<file path="src/rtl/preamble_pkg.sv">
// Shared types and tables for the 802.11a/g legacy preamble sequencer.
// Short and long tables are 16-bit two's complement samples in the same Q1.15 scaling.
package preamble_pkg;

    typedef enum logic [1:0] {
        ST_IDLE    = 2'd0,
        ST_SHORT   = 2'd1,
        ST_LONG_GI = 2'd2,
        ST_LONG    = 2'd3
    } state_e;

    localparam int SHORT_LEN = 32'sd16;
    localparam int GI2_LEN   = 32'sd32;
    localparam int LONG_LEN  = 32'sd64;

    // L-STF I rail; the Q rail is the same table rotated by half a period.
    localparam logic [15:0] SHORT_I [SHORT_LEN] = '{
        16'h05E3, 16'hEF0C, 16'hFE47, 16'h1246, 16'h0BC7, 16'h1246, 16'hFE47, 16'hEF0C,
        16'h05E3, 16'h004D, 16'hF5F3, 16'hFE61, 16'h0000, 16'hFE61, 16'hF5F3, 16'h004D
    };

    // L-LTF time-domain symbol x[0..63] in thousandths of full scale.
    localparam int LONG_I_MILLI [LONG_LEN] = '{
         32'sd156,  -32'sd5,    32'sd40,   32'sd97,   32'sd21,   32'sd60,  -32'sd115, -32'sd38,
         32'sd98,   32'sd53,    32'sd1,   -32'sd137,  32'sd24,   32'sd59,  -32'sd22,   32'sd119,
         32'sd62,   32'sd37,   -32'sd57,  -32'sd131,  32'sd82,   32'sd70,  -32'sd60,  -32'sd56,
        -32'sd35,  -32'sd122,  -32'sd127,  32'sd75,  -32'sd3,   -32'sd92,   32'sd92,   32'sd12,
        -32'sd156,  32'sd12,    32'sd92,  -32'sd92,  -32'sd3,    32'sd75,  -32'sd127, -32'sd122,
        -32'sd35,  -32'sd56,   -32'sd60,   32'sd70,   32'sd82,  -32'sd131, -32'sd57,   32'sd37,
         32'sd62,   32'sd119,  -32'sd22,   32'sd59,   32'sd24,  -32'sd137,  32'sd1,    32'sd53,
         32'sd98,  -32'sd38,   -32'sd115,  32'sd60,   32'sd21,   32'sd97,   32'sd40,  -32'sd5
    };

    localparam int LONG_Q_MILLI [LONG_LEN] = '{
         32'sd0,   -32'sd120,  -32'sd111,  32'sd83,   32'sd28,  -32'sd88,  -32'sd55,  -32'sd106,
        -32'sd26,   32'sd4,    -32'sd115, -32'sd47,  -32'sd59,  -32'sd15,   32'sd161, -32'sd4,
        -32'sd62,   32'sd98,    32'sd39,   32'sd65,   32'sd92,   32'sd14,   32'sd81,  -32'sd22,
        -32'sd151, -32'sd17,   -32'sd21,  -32'sd74,   32'sd54,   32'sd115,  32'sd106,  32'sd98,
         32'sd0,   -32'sd98,   -32'sd106, -32'sd115, -32'sd54,   32'sd74,   32'sd21,   32'sd17,
         32'sd151,  32'sd22,   -32'sd81,  -32'sd14,  -32'sd92,  -32'sd65,  -32'sd39,  -32'sd98,
         32'sd62,   32'sd4,    -32'sd161,  32'sd15,   32'sd59,   32'sd47,   32'sd115, -32'sd4,
         32'sd26,   32'sd106,   32'sd55,   32'sd88,  -32'sd28,  -32'sd83,   32'sd111,  32'sd120
    };

    // Thousandths to Q1.15 word, rounding half away from zero.
    function automatic logic [15:0] milli_to_q15(input int milli);
        int prod;
        int word;
        prod = milli * 32'sd32768;
        if (prod >= 32'sd0) begin
            word = (prod + 32'sd500) / 32'sd1000;
        end else begin
            word = -((32'sd500 - prod) / 32'sd1000);
        end
        return word[15:0];
    endfunction

endpackage

</file>
<file path="src/rtl/long_preamble_rom.sv">
// Combinational L-LTF ROM: 6-bit sample address to 16-bit I/Q words.
module long_preamble_rom
    import preamble_pkg::*;
(
    input  logic [5:0]  addr,
    output logic [15:0] dout_i,
    output logic [15:0] dout_q
);

    logic [15:0] rom_i [LONG_LEN];
    logic [15:0] rom_q [LONG_LEN];

    for (genvar k = 0; k < LONG_LEN; k++) begin : g_rom
        assign rom_i[k] = milli_to_q15(LONG_I_MILLI[k]);
        assign rom_q[k] = milli_to_q15(LONG_Q_MILLI[k]);
    end

    // Table read.
    always_comb begin
        dout_i = rom_i[addr];
        dout_q = rom_q[addr];
    end

endmodule

</file>
<file path="src/rtl/preamble_seq_gen.sv">
// 802.11a/g legacy preamble sequencer: N_STS short symbols, GI2, two long symbols, valid/ready out.
// Define PREAMBLE_WINDOW_EN to halve the first STF sample and the first GI2 sample.
module preamble_seq_gen
    import preamble_pkg::*;
#(
    parameter int DATA_W = 16,
    parameter int N_STS  = 10
) (
    input  logic              clk,
    input  logic              rst_n,
    input  logic              start,
    input  logic              abort,
    output logic              m_valid,
    input  logic              m_ready,
    output logic [DATA_W-1:0] m_i,
    output logic [DATA_W-1:0] m_q,
    output logic              m_last,
    output logic              busy,
    output logic              done
);

    localparam logic [7:0] SHORT_LAST = 8'(N_STS * SHORT_LEN - 32'sd1);
    localparam logic [7:0] GI_LAST    = 8'(GI2_LEN - 32'sd1);
    localparam logic [7:0] LONG_LAST  = 8'(32'sd2 * LONG_LEN - 32'sd1);

    state_e      state_r;
    state_e      state_s;
    logic [7:0]  cnt_r;
    logic [7:0]  cnt_s;
    logic        accept_s;
    logic        valid_s;
    logic        last_s;
    logic        busy_s;
    logic        done_s;
    logic        load_s;
    logic        clear_s;
    logic [3:0]  short_q_idx_s;
    logic [5:0]  long_addr_s;
    logic [15:0] long_i_s;
    logic [15:0] long_q_s;
    logic [15:0] sel_i_s;
    logic [15:0] sel_q_s;
    logic [15:0] raw_i_s;
    logic [15:0] raw_q_s;

    // Left-align a 16-bit word into DATA_W bits: zero-fill when wider, keep the MSBs when narrower.
    function automatic logic [DATA_W-1:0] scale(input logic [15:0] word);
        logic [DATA_W+15:0] ext;
        ext = {word, {DATA_W{1'b0}}};
        return ext[DATA_W+15 -: DATA_W];
    endfunction

    assign accept_s = m_valid & m_ready;

    // Next state, counter and control; abort takes priority over any handshake.
    always_comb begin
        state_s = state_r;
        cnt_s   = cnt_r;
        valid_s = m_valid;
        last_s  = m_last;
        busy_s  = busy;
        done_s  = 1'b0;
        load_s  = 1'b0;
        clear_s = 1'b0;
        if (abort) begin
            state_s = ST_IDLE;
            cnt_s   = 8'd0;
            valid_s = 1'b0;
            last_s  = 1'b0;
            busy_s  = 1'b0;
            clear_s = 1'b1;
        end else begin
            case (state_r)
                ST_IDLE: begin
                    if (start && !done) begin
                        state_s = ST_SHORT;
                        cnt_s   = 8'd0;
                        valid_s = 1'b1;
                        busy_s  = 1'b1;
                        load_s  = 1'b1;
                    end else begin
                        state_s = ST_IDLE;
                    end
                end
                ST_SHORT: begin
                    if (accept_s) begin
                        load_s = 1'b1;
                        if (cnt_r == SHORT_LAST) begin
                            state_s = ST_LONG_GI;
                            cnt_s   = 8'd0;
                        end else begin
                            cnt_s = cnt_r + 8'd1;
                        end
                    end else begin
                        cnt_s = cnt_r;
                    end
                end
                ST_LONG_GI: begin
                    if (accept_s) begin
                        load_s = 1'b1;
                        if (cnt_r == GI_LAST) begin
                            state_s = ST_LONG;
                            cnt_s   = 8'd0;
                        end else begin
                            cnt_s = cnt_r + 8'd1;
                        end
                    end else begin
                        cnt_s = cnt_r;
                    end
                end
                ST_LONG: begin
                    if (accept_s) begin
                        if (cnt_r == LONG_LAST) begin
                            state_s = ST_IDLE;
                            cnt_s   = 8'd0;
                            valid_s = 1'b0;
                            last_s  = 1'b0;
                            busy_s  = 1'b0;
                            done_s  = 1'b1;
                            clear_s = 1'b1;
                        end else begin
                            cnt_s  = cnt_r + 8'd1;
                            last_s = (cnt_r == (LONG_LAST - 8'd1));
                            load_s = 1'b1;
                        end
                    end else begin
                        cnt_s = cnt_r;
                    end
                end
                default: begin
                    state_s = ST_IDLE;
                    cnt_s   = 8'd0;
                    valid_s = 1'b0;
                    last_s  = 1'b0;
                    busy_s  = 1'b0;
                    clear_s = 1'b1;
                end
            endcase
        end
    end

    // The sample fetched is the one at the next position, so it lands in the output register with it.
    assign short_q_idx_s = cnt_s[3:0] + 4'd8;
    assign long_addr_s   = (state_s == ST_LONG_GI) ? {1'b1, cnt_s[4:0]} : cnt_s[5:0];

    long_preamble_rom u_long_rom (
        .addr   (long_addr_s),
        .dout_i (long_i_s),
        .dout_q (long_q_s)
    );

    // Sample source selection by phase.
    always_comb begin
        sel_i_s = 16'h0000;
        sel_q_s = 16'h0000;
        case (state_s)
            ST_SHORT: begin
                sel_i_s = SHORT_I[cnt_s[3:0]];
                sel_q_s = SHORT_I[short_q_idx_s];
            end
            ST_LONG_GI, ST_LONG: begin
                sel_i_s = long_i_s;
                sel_q_s = long_q_s;
            end
            default: begin
                sel_i_s = 16'h0000;
                sel_q_s = 16'h0000;
            end
        endcase
    end

`ifdef PREAMBLE_WINDOW_EN
    // Half amplitude on the first sample of the STF and of GI2.
    always_comb begin
        if (((state_s == ST_SHORT) || (state_s == ST_LONG_GI)) && (cnt_s == 8'd0)) begin
            raw_i_s = {sel_i_s[15], sel_i_s[15:1]};
            raw_q_s = {sel_q_s[15], sel_q_s[15:1]};
        end else begin
            raw_i_s = sel_i_s;
            raw_q_s = sel_q_s;
        end
    end
`else
    // Full table amplitude on every sample.
    always_comb begin
        raw_i_s = sel_i_s;
        raw_q_s = sel_q_s;
    end
`endif

    // State, counters and registered outputs; data holds bit-stable unless loaded or cleared.
    always_ff @(posedge clk or negedge rst_n) begin
        if (!rst_n) begin
            state_r <= ST_IDLE;
            cnt_r   <= 8'd0;
            m_valid <= 1'b0;
            m_last  <= 1'b0;
            busy    <= 1'b0;
            done    <= 1'b0;
            m_i     <= {DATA_W{1'b0}};
            m_q     <= {DATA_W{1'b0}};
        end else begin
            state_r <= state_s;
            cnt_r   <= cnt_s;
            m_valid <= valid_s;
            m_last  <= last_s;
            busy    <= busy_s;
            done    <= done_s;
            if (clear_s) begin
                m_i <= {DATA_W{1'b0}};
                m_q <= {DATA_W{1'b0}};
            end else if (load_s) begin
                m_i <= scale(raw_i_s);
                m_q <= scale(raw_q_s);
            end else begin
                m_i <= m_i;
                m_q <= m_q;
            end
        end
    end

endmodule

</file>
<file path="config.mk">
export PLATFORM = sky130hd
export DESIGN_NAME = preamble_seq_gen
export DESIGN_NICKNAME = d
export VERILOG_FILES = /design/src/rtl/preamble_pkg.sv /design/src/rtl/long_preamble_rom.sv /design/src/rtl/preamble_seq_gen.sv
export SDC_FILE = /design/constraint.sdc
export NUM_CORES = 1
export LEC_CHECK = 0
export ABC_AREA = 0
export CORE_MARGIN = 2
export CORE_UTILIZATION = 31
export CTS_CLUSTER_SIZE = 20
export DETAILED_ROUTE_END_ITERATION = 10
export DONT_BUFFER_PORTS = 1
export SETUP_SLACK_MARGIN = 0.1
export SYNTH_ARGS = -nofsm -noshare
export SYNTH_HDL_FRONTEND = slang
export SYNTH_HIERARCHICAL = 1
export SYNTH_SLANG_ARGS = --single-unit
</file>
<file path="constraint.sdc">
create_clock -name clk -period 11.6 [get_ports clk]
set_input_delay 1.16 -clock clk [delete_from_list [all_inputs] [get_ports clk]]
set_output_delay 1.16 -clock clk [all_outputs]
set_load 0.005 [all_outputs]
</file>
Yosys cells after proc, flatten, opt, wreduce, memory -nomap -nowiden

Memory sizes are Yosys's and may differ from the RTL's.
Cells that the tools add are included.

Logic and storage cells: 101
Flip-flop bits (word level): 45
ROM bits: 2560
Memories: 4
Input bits: 5

Reduce and logical (&&, ||, !) cells: 12
Order comparisons: 3
Mux-type cells: 53
$add $sub $neg: 2
Bitwise gates (word level): 4
Eq/ne operators: 15

Memories:

| name            | words | bits a word | rd ports | clocked after Yosys merged registers in | wr ports | RTL line                | source |
|---|---|---|---|---|---|---|---|
| (no name shown) | 64    | 16          | 1        | 0                                       | 0        | long_preamble_rom.sv:20 | `dout_i = rom_i[addr];` |
| (no name shown) | 64    | 16          | 1        | 0                                       | 0        | long_preamble_rom.sv:21 | `dout_q = rom_q[addr];` |
| (no name shown) | 16    | 16          | 1        | 0                                       | 0        | preamble_seq_gen.sv:159 | `sel_q_s = SHORT_I[short_q_idx_s];` |
| (no name shown) | 16    | 16          | 1        | 0                                       | 0        | preamble_seq_gen.sv:158 | `sel_i_s = SHORT_I[cnt_s[3:0]];` |

Operator list:

| cell                                                                   | number |
|---|---|
| 16-bit two-way mux                                                     | 12 |
| 8-bit two-way mux                                                      | 8 |
| 16-bit one-hot mux with 2 select lines                                 | 2 |
| 8-bit one-hot mux with 4 select lines                                  | 1 |
| 1-bit two-way mux                                                      | 19 |
| 8-bit by 7-bit equality test with 1-bit output (second input constant) | 2 |
| 3-bit inequality test (second input constant)                          | 5 |
| 2-bit two-way mux                                                      | 7 |
| 5-bit >= comparator (second input constant)                            | 2 |
| 4-bit inverter with 5-bit output                                       | 2 |
| 8-bit by 1-bit adder with 8-bit output (second input constant)         | 1 |
| 2-bit equality test (second input constant)                            | 4 |
| 8-bit by 5-bit equality test with 1-bit output (second input constant) | 1 |
| 8-bit equality test (second input constant)                            | 1 |
| 2-bit one-hot mux with 4 select lines                                  | 1 |
| 4-bit AND reduction                                                    | 2 |
| 7-bit >= comparator (second input constant)                            | 1 |
| 6-bit inverter with 7-bit output                                       | 1 |
| 6-bit two-way mux                                                      | 1 |
| 2-bit nonzero test                                                     | 3 |
| 4-bit adder (second input constant)                                    | 1 |
| 2-bit by 1-bit equality test with 1-bit output (second input constant) | 2 |
| 2-bit OR reduction                                                     | 2 |
| 1-bit one-hot mux with 3 select lines                                  | 1 |
| 7 further kinds                                                        | 7 |

Depth between registers and ports, before layout

Depth after elaboration: 14
Depth in mapped cells: 19
Depth with buffers taken out: 15

Cells and area by module

The synthesis kept the hierarchy.

Modules (own cells, without submodules):

| module            | cells each | area an instance (sq um) | instances |
|---|---|---|---|
| preamble_seq_gen  | 313        | 2999.1                   | 1 |
| long_preamble_rom | 435        | 2773.9                   | 1 |

Worst setup path before layout

Ideal clock, no wire load.

Path type: in2reg
Start point: input port abort
End point: register m_i[14]
Library setup time: 126 ps
Stages: 15
Arrival time: 4438 ps
Setup slack: 7036 ps
Path through: clkbuf_1 nand3b_1 o21ai_1 a2bb2oi_2 buf_2 buf_1 inv_1 ha_1 buf_2 buf_2 a21oi_1 a221oi_1 nor4_1 buf_4 a221o_1

Elaborated cells on any way between the ends: 21

RTL lines:

| what                                                   | RTL line                | source |
|---|---|---|
| start: declaration                                     | preamble_seq_gen.sv:12  | `input logic abort,` |
| 8-bit two-way mux                                      | preamble_seq_gen.sv:65  | `if (abort) begin` |
| via cnt_s[0]                                           | preamble_seq_gen.sv:29  | `logic [7:0] cnt_s;` |
| 6-bit two-way mux                                      | preamble_seq_gen.sv:144 | `assign long_addr_s = (state_s == ST_LONG_GI) ? {1'b1, cnt_s[4:0]} : cnt_s[5:0];` |
| 6-bit inverter with 7-bit output (implied by the code) | long_preamble_rom.sv:20 |  |
| memory read 64 x 16 bit                                | n/a                     |  |
| 16-bit two-way mux (implied by the code) (2 in series) | long_preamble_rom.sv:20 |  |
| via long_i_s[14]                                       | preamble_seq_gen.sv:39  | `logic [15:0] long_i_s;` |
| 16-bit one-hot mux with 2 select lines                 | preamble_seq_gen.sv:156 | `case (state_s)` |
| 16-bit two-way mux                                     | preamble_seq_gen.sv:212 | `end else if (load_s) begin` |
| 16-bit two-way mux                                     | preamble_seq_gen.sv:209 | `if (clear_s) begin` |
| end signal: assignment                                 | preamble_seq_gen.sv:210 | `m_i <= {DATA_W{1'b0}};` |
| end signal: assignment                                 | preamble_seq_gen.sv:213 | `m_i <= scale(raw_i_s);` |
| end signal: assignment                                 | preamble_seq_gen.sv:216 | `m_i <= m_i;` |
| end: declaration                                       | preamble_seq_gen.sv:15  | `output logic [DATA_W-1:0] m_i,` |

The timed path passes the listed nets, and every way through them passes these cells. The select of a mux whose other input is x is not followed.
A chain may end at the register's enable or synchronous reset.

Final worst setup path

Start point: input port m_ready
End point: register m_i[14]

Cells in the longest elaborated chain, start to end: 13
Elaborated cells on any way between the ends: 35

RTL lines:

| what                                                     | RTL line                                                                | source |
|---|---|---|
| start: declaration                                       | preamble_seq_gen.sv:14                                                  | `input logic m_ready,` |
| 1-bit bitwise AND *                                      | preamble_seq_gen.sv:53                                                  | `assign accept_s = m_valid & m_ready;` |
| 2-bit two-way mux (on tied branches)                     | preamble_seq_gen.sv:112, preamble_seq_gen.sv:86, preamble_seq_gen.sv:99 |  |
| 2-bit one-hot mux with 4 select lines                    | preamble_seq_gen.sv:73                                                  | `case (state_r)` |
| 2-bit two-way mux                                        | preamble_seq_gen.sv:65                                                  |  |
| 2-bit equality test                                      | preamble_seq_gen.sv:144                                                 |  |
| 6-bit two-way mux *                                      | preamble_seq_gen.sv:144                                                 |  |
| via long_addr_s[5]                                       | preamble_seq_gen.sv:38                                                  | `logic [5:0] long_addr_s;` |
| 6-bit inverter with 7-bit output (implied by the code) * | long_preamble_rom.sv:20                                                 |  |
| memory read 64 x 16 bit *                                | n/a                                                                     |  |
| 16-bit two-way mux (implied by the code) * (2 in series) | long_preamble_rom.sv:20                                                 |  |
| 16-bit one-hot mux with 2 select lines *                 | preamble_seq_gen.sv:156                                                 |  |
| 16-bit two-way mux *                                     | preamble_seq_gen.sv:212                                                 |  |
| 16-bit two-way mux *                                     | preamble_seq_gen.sv:209                                                 |  |

Mark *: on every way through the listed nets, which the timed path passes. The rest lies on a longest branch. The select of a mux whose other input is x is not followed.

==> reports/qor.yml <==
finalCritPeriodShare: 0.469
hpwlAfterDp_um: 14300
use_met1: 0.286
io_buffers: 0
clockBufferDepth: 2
synthMuxAreaShare: 0.0453
status: "completed"
clock-root-buffer: "clkbuf_16"
maxCapViolations: 0
synth_seq_area_share: 0.195
hold_violations: 0
comb_power_share: 0.088
setup_violations: 0
p_clk_frac: 0.409
swShare: 0.243
drt_first_pass_iters: 7
synth-main-ff-cell: "dfrtp_1"
drc: 0
areaGrowthSynthToFinish_pct: 0.368
ys_ff_latch: 45
peakVddDrop_v: 0.0000504
hold_buffers: 0
vias_per_cell: 6.74
synthTopCellsByArea: "dfrtp_1, ha_1, nand2_1, a21oi_1, o21ai_0"
core_area_um2: 18100
whs_ps: 506
io_pins: 41
die_area_um2: 19700
slew_violations: 0
nets: 708
cts_tree: "done"
numCtsBuffers: 5
grt_overflow_total: 0
pwr_density_cell_nw_per_um2: 57.1
antenna_cells: 0
r2r_cells: 13
clkSinkCount: 45
initial_core_util: 0.318
r2r_setup_slack_ps: 6160
synth_area_um2: 5770
worstSkewPairLatency_ps: 280
drive_above_1_share: 0.0778
die_y_um: 140
required_ps: 11820
syn_area_per_cell_um2: 7.72
worstPathArrival_ps: 5660
grt_use_total: 0.202
wl_per_cell_um: 22.8
top_usage_layer: "met2"
skew_ps: 4.87
synth_top_family_by_area: "compound AO/OA/AOI/OAI gates"
min_path_cells: 2
yosysWarnings: 6
synthAdderAreaFrac: 0.0498
drtIter0Drc: 840
postSynthCellCount: 748
synthSimpleGateAreaFrac: 0.247
syn_nets: 776
synth_compound_area_frac: 0.365
fmax_mhz: 184
layout_min_cycle_time_ps: 5450
grt_pass1_vias: 5479
cp_max_fo: 56
die_x_um: 140
tns_ps: 0
post-cts-setup-buffer-count: 0
yosysMostFrequentCell: "nand2_1"
use_met3: 0.0229
rsz0062_at_grt: "no"
antenna_found_initial: 0
synth_xor_area_frac: 0.00433
grt_max_degree: 96
worst_setup_path_end_kind: "flip-flop"
synth_top_area_share: 0.195
worstSetupPathType: "in -> reg"
drt_wl_total_um: 20800
seqPwrFrac: 0.503
postCtsResizedCells: 0
htree_levels: 2
ant_nets: 0
relSlewSlack: 0.208
ys_top_cells_by_count: "nand2_1, dfrtp_1, a21oi_1, o21ai_0, nor2_1"
grt_first_pass_wirelength_um: 32300
tightestPinTransition_ps: 1180
yosysTopAreaCell: "dfrtp_1"
startpoint_type: "input port"
p_sw_w: 0.0000806
clk_pin_slew_ps: 60
internal_power_w: 0.000251
synth_edf_count: 0
ys_types: 94
vias: 6136
holdCritPathClass: "reg -> reg"
gr-usage-met2: 0.308
place.gp.congestion: 1.01
synth-async-reset-ratio: 1.00
rows: 49
p_leak_nw: 2.13
==> power groups by stage <==
| stage | registers, W | logic [W] | clock network (W) |
|---|---|---|---|
| 2_1_floorplan | 0.000167 | 0.0000249 | 0 |
| 3_3_place_gp | 0.000169 | 0.0000286 | 0 |
| 4_1_cts | 0.000166 | 0.0000285 | 0.000138 |
| 5_1_grt | 0.000167 | 0.0000321 | 0.000142 |
| 6_report | 0.000166 | 0.0000292 | 0.000135 |
| 3_5_place_dp | 0.000169 | 0.0000285 | 0 |
==> sequential cells by signal (all words and copies together), names as in the netlist <==
name,count
busy,1
m_last,1
state_r,2
m_i,16
done,1
cnt_r,8
m_q,16
==> placed cells by master, fill, tap and decap left out, types with 17 or more instances in the layout <==
cell type  synthesis  final
nor2_1            42     42
dfrtp_1           45     45
ha_1              23     23
nand3_1           26     26
nor2b_1           20     19
o21ai_0           44     44
o21ai_1           17     17
nor3_1            24     24
nand2_1           60     60
a21oi_1           44     44
nand2b_1          17     17
==> area by class of cell <==
| type | instances | area, µm² |
|---|---|---|
| multi-input combinational | 602 | 4120 |
| clock buffer | 6 | 129 |
| clock inverter | 2 | 10.0 |
| sequential | 45 | 1130 |
| fill | 1888 | 12400 |
| inverter | 20 | 77.6 |
| timing repair buffer | 6 | 45.0 |
| tap | 229 | 287 |
==> per-layer routing <==
layer / wire length (µm) / vias up
met5: 0 / -
met4: 1040 / 0
met3: 2380 / 88
met2: 8870 / 473
met1: 8480 / 2837
li1: - / 2738
==> critical path: stages <==
cell,delay [ps]
nand4_1,120
or3_1,390
o211ai_1,200
nand3_1,280
inv_2,300
a21o_1,150
buf_4,480
clkinv_1,930
nand2_1,540
a211oi_1,110
nor4_1,700
a221o_1,240
==> path summary, 6_finish.rpt <==
kind | from | to
worst min-delay path | m_q[4]$_DFFE_PN0P_ | m_q[4]$_DFFE_PN0P_
min in group asynchronous | rst_n | cnt_r[1]$_DFF_PN0_
max in group asynchronous | rst_n | m_q[8]$_DFFE_PN0P_
worst max register to register | cnt_r[1]$_DFF_PN0_ | m_i[14]$_DFFE_PN0P_
worst max-delay path | m_ready | m_i[14]$_DFFE_PN0P_
worst min register to register | m_q[4]$_DFFE_PN0P_ | m_q[4]$_DFFE_PN0P_
==> stage by stage <==
step,std cells,util,power (W),instance area [µm²],setup slack [ps]
after floorplan,748,-,0.000192,5770,7040
after global placement,902,0.312,0.000198,5660,5920
after detailed placement,902,0.312,0.000198,5660,6060
after CTS,910,0.319,0.000333,5790,6280
after global routing,910,0.319,0.000341,5790,5810
final,910,0.319,0.000331,5790,6150
==> cell families after synthesis <==
kind of cell / after synthesis
compound gates: 290
simple gates: 265
fa+ha+maj: 23
xor+xnor: 2
buf+inv: 101
flops: 45
mux: 22
Power figures use the tool's default switching activity.
